**config.mk**
```make
export PLATFORM = sky130hd
export DESIGN_NAME = if_fetch
export DESIGN_NICKNAME = d
export VERILOG_FILES = /design/src/rtl/if_fetch.sv
export SDC_FILE = /design/constraint.sdc
export NUM_CORES = 1
export LEC_CHECK = 0
export CAP_MARGIN = 10
export CORE_MARGIN = 2
export CORE_UTILIZATION = 45
export DETAILED_ROUTE_END_ITERATION = 8
export MAX_ROUTING_LAYER = met4
export PLACE_DENSITY = 0.77
export SETUP_SLACK_MARGIN = 0.4
export SLEW_MARGIN = 20
export SYNTH_ARGS = -nofsm -noshare
export SYNTH_HDL_FRONTEND = slang
export SYNTH_SLANG_ARGS = --single-unit
```
**constraint.sdc**
```tcl
create_clock -name clk -period 2.2 [get_ports clk]
set_clock_uncertainty 0.15 [all_clocks]
set_input_delay 0.22 -clock clk [delete_from_list [all_inputs] [get_ports clk]]
set_output_delay 0.22 -clock clk [all_outputs]
set_load 0.005 [all_outputs]
```
**src/rtl/if_fetch.sv**
```systemverilog
// Instruction-fetch stage: walks the PC, gathers four byte reads into a
// little-endian word and offers {pc, inst} to decode over valid/ready.
module if_fetch #(
  parameter int                ADDR_W   = 32,
  parameter logic [ADDR_W-1:0] RESET_PC = '0
) (
  input  logic              clk,
  input  logic              rst,
  output logic [ADDR_W-1:0] mem_addr_o,
  output logic              mem_rd_o,
  input  logic [7:0]        mem_din_i,
  input  logic              redirect_i,
  input  logic [ADDR_W-1:0] redirect_pc_i,
  input  logic              id_ready_i,
  output logic              inst_valid_o,
  output logic [ADDR_W-1:0] pc_o,
  output logic [31:0]       inst_o
);

  typedef enum logic [2:0] {
    S_B0   = 3'd0,
    S_B1   = 3'd1,
    S_B2   = 3'd2,
    S_B3   = 3'd3,
    S_B4   = 3'd4,
    S_HOLD = 3'd5
  } state_t;

  state_t              state, state_n;
  logic [ADDR_W-1:0]   pc, pc_n;
  logic [23:0]         byte_buf, byte_buf_n;
  logic [ADDR_W-1:0]   mem_addr_n;
  logic                mem_rd_n;
  logic                inst_valid_n;
  logic [ADDR_W-1:0]   pc_out_n;
  logic [31:0]         inst_n;

  // Redirect targets are word aligned; the low two bits carry no meaning.
  logic unused_redirect_lsbs;
  assign unused_redirect_lsbs = ^redirect_pc_i[1:0];

  always_ff @(posedge clk or negedge rst) begin
    if (!rst) begin
      state <= S_B0;
    end else begin
      state <= state_n;
    end
  end

  // Each state registers the memory request it issues, so the address is
  // visible one state later and its byte is captured at the end of that state.
  always_comb begin
    state_n      = state;
    pc_n         = pc;
    byte_buf_n   = byte_buf;
    mem_addr_n   = mem_addr_o;
    mem_rd_n     = mem_rd_o;
    inst_valid_n = inst_valid_o;
    pc_out_n     = pc_o;
    inst_n       = inst_o;
    if (redirect_i) begin
      state_n      = S_B0;
      pc_n         = {redirect_pc_i[ADDR_W-1:2], 2'b00};
      mem_rd_n     = 1'b0;
      inst_valid_n = 1'b0;
    end else begin
      case (state)
        S_B0: begin
          mem_addr_n = pc;
          mem_rd_n   = 1'b1;
          state_n    = S_B1;
        end
        S_B1: begin
          byte_buf_n[7:0] = mem_din_i;
          mem_addr_n      = pc + ADDR_W'(1);
          state_n         = S_B2;
        end
        S_B2: begin
          byte_buf_n[15:8] = mem_din_i;
          mem_addr_n       = pc + ADDR_W'(2);
          state_n          = S_B3;
        end
        S_B3: begin
          byte_buf_n[23:16] = mem_din_i;
          mem_addr_n        = pc + ADDR_W'(3);
          state_n           = S_B4;
        end
        S_B4: begin
          mem_rd_n     = 1'b0;
          inst_n       = {mem_din_i, byte_buf};
          pc_out_n     = pc;
          inst_valid_n = 1'b1;
          state_n      = S_HOLD;
        end
        S_HOLD: begin
          if (id_ready_i) begin
            inst_valid_n = 1'b0;
            pc_n         = pc + ADDR_W'(4);
            state_n      = S_B0;
          end
        end
        default: begin
          state_n = S_B0;
        end
      endcase
    end
  end

  always_ff @(posedge clk or negedge rst) begin
    if (!rst) begin
      pc           <= RESET_PC;
      byte_buf     <= '0;
      mem_addr_o   <= '0;
      mem_rd_o     <= 1'b0;
      inst_valid_o <= 1'b0;
      pc_o         <= '0;
      inst_o       <= '0;
    end else begin
      pc           <= pc_n;
      byte_buf     <= byte_buf_n;
      mem_addr_o   <= mem_addr_n;
      mem_rd_o     <= mem_rd_n;
      inst_valid_o <= inst_valid_n;
      pc_o         <= pc_out_n;
      inst_o       <= inst_n;
    end
  end

endmodule
```
==> After elaboration in Yosys (flattened, before gate mapping) <==
Index checks and enable logic that the tools add are counted.
{ "word_totals": {"reg_bits": 157, "input_bits": 44, "output_inout_bits": 98, "elab_cells": 46} }
{ "op_classes": {"addsub": 4, "n_eq_ne": 6, "muxes": 12, "bitwise_logic": 1, "reduce_logical": 13} }
{ "ops": {"columns": ["cell", "count"], "rows": [
  ["$pmux 32 s4", 1],
  ["$mux 32", 3],
  ["$add 32x2->32 const B", 2],
  ["$add 32x1->32 const B", 1],
  ["$add 32x3->32 const B", 1],
  ["$pmux 3 s6", 1],
  ["$reduce_and 2->1", 7],
  ["$eq 3x2->1 const B", 2],
  ["$eq 3x3->1 const B", 2],
  ["$mux 3", 2],
  ["$reduce_bool 3->1", 2],
  ["$pmux 1 s2", 2],
  ["$reduce_bool 2->1", 2],
  ["$reduce_bool 4->1", 1],
  ["$eq 3x1->1 const B", 1],
  ["$logic_not 3->1", 1],
  ["$mux 1", 3],
  ["$ne 3x3->1 const B", 1],
  ["$not 1->1", 1]
]} }

==> Depth between registers and ports, before layout <==
{ "logic_depth": {"word_depth": 4, "mapped_depth": 8, "depth_no_buf": 5} }

==> Worst setup path after synthesis <==
OpenSTA, ideal clock, no wires.
{ "synth_timing": {"path_type": "register -> register", "start": "register state[1]", "end": "register inst_o[24]", "setup_ps": 125, "arrival_ps": 1647, "t_required_ps": 1925, "slack_ps": 278, "path_stages_with_launch": 6, "n_path_buf": 3, "period_less_slack_ps": 1922, "path_cell_list": "dfrtp_1 clkbuf_1 nor4b_1 clkbuf_1 buf_2 mux2_2"} }
{ "synth_between": {"elab_chain_len": 2} }
{ "synth_lines": {"columns": ["item", "line", "text"], "rows": [
  ["from (decl)", "29", "state_t state, state_n;"],
  ["from (signal assigned)", "46", "state <= state_n;"],
  ["$eq 3x3->1", "67", "case (state)"],
  ["$reduce_and 2->1 (no line)", null, null],
  ["to (signal assigned)", "125", "inst_o <= inst_n;"],
  ["to (decl)", "17", "output logic [31:0] inst_o"]
]} }
No other way between the ends.
A chain may end at the register's enable or synchronous reset.

==> Worst setup path after layout <==
{ "layout_timing": {"start": "register state[1]", "end": "register inst_o[6]"} }
Same word-level chain as after synthesis.

==> impl_metrics.ini <==
[outcome]
outcome = finished clean

[yosys]
synth-xor-area-share = 0.0110
synthFlopType = dfrtp_1
yosys.area.top_type_share = 0.600
synth_top_family_by_area = multiplexers
synth_area_mm2 = 0.00638
synth_edf_count = 0
syn_inst = 478
yosys.area.top_type = dfrtp_1
yosys.area_share.adder = 0.00196
synth_compound_area_frac = 0.0553
synthTopCellsByCount = 153 x dfrtp_1, 117 x mux2_2, 23 x nor2_1
ys_seq_elements = 153
yosysMostFrequentCell = dfrtp_1
yosysSeqAreaShare = 0.600
synth-simple-area-share = 0.0970
synthTopCellsByArea = dfrtp_1 60%, mux2_2 21%, or4_1 2.0%, a31oi_1 1.9%, o31ai_1 1.8%
syn_area_per_cell_um2 = 13.4
async_reset_ff_frac = 1.00
ys_warn_count = 0
synthMuxAreaShare = 0.208
yosysUniqueCellTypes = 40

[grt]
antenna_found_initial = 0
grt_pass1_vias = 4782
grt_pass1_wl_um = 24900
grt-ovfl-total = 0
grt_max_degree = 63
track_usage = 0.226

[critical_path]
worstSetupStartpointType = flop
worstPathArrival_ps = 2070
worstSetupPathType = reg -> reg
crit_path_end_kind = flop
cp.required_ps = 2360
cp_max_fo = 10

[clock_network]
numCtsBuffers = 17
cts_tree = built
h-tree-depth = 4
cts_sinks = 153
cts-root-buf = clkbuf_16
path_clk_slew_ps = 60
clk_path_buf_depth = 2
clk_latency_ps = 430

[power_and_ir_drop]
comb_power_share = 0.247
p_leak_nw = 3.88
switchingPower_mw = 2.30
peakVddDrop_uv = 600
clock_power_share = 0.314
internal_power_mw = 6.76
power_frac_seq = 0.439
power_density_mw_per_mm2 = 986
swShare = 0.254

[route]
drc_errors = 0
first_pass_iters = 4
wl_um = 16400
ant_nets = 0
drt-initial-drc-count = 262
vias = 4696
detail_route.wl_per_cell_um = 19.1
viasPerCell = 5.47

[cells_and_area]
syn2layout_area_growth_pct = 43.8
antenna_cells = 0
utilization = 0.661
design_area_mm2 = 0.00918
layout.nets = 710
fillers = 997
drive_gt1_frac = 0.353

[place]
gp_congestion = 0.851
place_area_mm2 = 0.00816
port_buffers = 137
post-dp-hpwl_um = 10600

[floorplanning]
start_util = 0.460
die_w_um = 123
die_area_mm2 = 0.0152
coreArea_mm2 = 0.0139
fp.dieH_um = 123
ios = 142
rows = 43

[timing]
fin_crit_ps = 1910
period_share = 0.866
final_hold_viol_count = 0
rsz0062_at_grt = true
max_freq_mhz = 525
slew_violations = 0
final-setup-viol-count = 0

[worst_hold_path]
worstHoldPathType = in -> async

[job]
maxCapViolCount = 0
[final cells by class]
class / count / area, µm² / area share
Clock buffer: 23 / 498 / 0.0542
Sequential cell: 153 / 3840 / 0.418
Timing Repair Buffer: 196 / 2010 / 0.219
Tap cell: 180 / 225 / 0.0245
Multi-Input combinational cell: 293 / 2500 / 0.273
Inverter: 4 / 15.0 / 0.00164
Clock inverter: 9 / 90.1 / 0.00981
[through the flow]
stage	hold WS, ps	TNS, ps	setup slack (ps)	power [mW]	cells
5_1_grt	185	0	238	9.50	858
3_5_place_dp	21.5	-1200	-121	6.17	795
6_report	138	0	295	9.05	858
2_1_floorplan	-226	0	364	4.71	479
3_3_place_gp	13.3	-477	-85.9	6.04	795
4_1_cts	150	0	334	9.09	849
[metal layers]
metal,up-vias,GRT usage,wire [µm]
met5,-,-,0
met4,0,0.0895,358
met3,27,0.0673,1000
met2,164,0.367,8410
met1,2391,0.266,6650
li1,2114,-,-
[power groups by stage]
stage	clock network, mW	registers [mW]	logic, mW
after floorplan	0	3.95	0.765
after global placement	0	3.96	2.08
after detailed placement	0	4.02	2.15
after CTS	2.89	3.97	2.23
after global routing	3.02	4.06	2.42
final	2.84	3.97	2.24
[kinds of logic (layout without fill, tap and decap cells)]
kind of cell	Yosys count	count (layout)
buf+inv	34	232
fa+ha+maj	1	1
mux	118	118
xor+xnor	8	8
flops	153	153
simple gates	107	108
other cells	1	2
compound gates	56	56
[critical path: stages (launching register included)]
cell and delay [ps]:
dfrtp_1 380, buf_4 180, nor4b_4 310, buf_6 220, buf_4 190, mux2_2 340
[layout by cell type (no fill, tap or decap), types with 4 or more instances in the layout]
cell type | Yosys | layout
or3_1 | 5 | 5
buf_12 | 0 | 8
a31oi_1 | 19 | 19
nand4_1 | 7 | 7
nand3_1 | 13 | 13
xor2_1 | 5 | 5
o31ai_1 | 15 | 13
clkdlybuf4s50_1 | 0 | 136
o21ai_0 | 15 | 15
clkinvlp_4 | 0 | 5
nor2_1 | 23 | 22
mux2_2 | 117 | 115
or4_4 | 0 | 4
clkbuf_16 | 0 | 20
clkbuf_8 | 0 | 5
or4_1 | 17 | 13
buf_6 | 3 | 9
dfrtp_1 | 153 | 145
dfrtp_2 | 0 | 8
buf_4 | 2 | 38
nand2_1 | 21 | 21
inv_1 | 4 | 4
[path summary, 6_finish.rpt]
kind | from | to | slack (ps) | cells after the start
max | state[1] | inst_o[6] | 290 | 5
min | rst | mem_addr_o[19] | 140 | 2
max reg2reg | state[1] | inst_o[6] | 290 | 5
min reg2reg | byte_buf[2] | byte_buf[2] | 350 | 1
max in group asynchronous | rst | pc[2] | 1070 | 3
min in group clk | redirect_pc_i[2] | pc[2] | 210 | 3
[what timing repair did]
action                                 4_1_cts  5_1_grt
pin swaps                                   17        8
setup endpoints to repair                   80      100
setup buffers                               20        5
endpoints found under the hold margin      101        0
resized for setup                           19       20
hold buffers                                 1        0
gates cloned                                 1        4
[flip-flops by register name (all words and copies together) (netlist names)]
| name | flops |
|---|---|
| byte_buf | 24 |
| inst_o | 32 |
| inst_valid_o | 1 |
| mem_addr_o | 32 |
| mem_rd_o | 1 |
| pc | 30 |
| pc_o | 30 |
| state | 3 |
No activity file was read; power rests on OpenSTA's default activity.
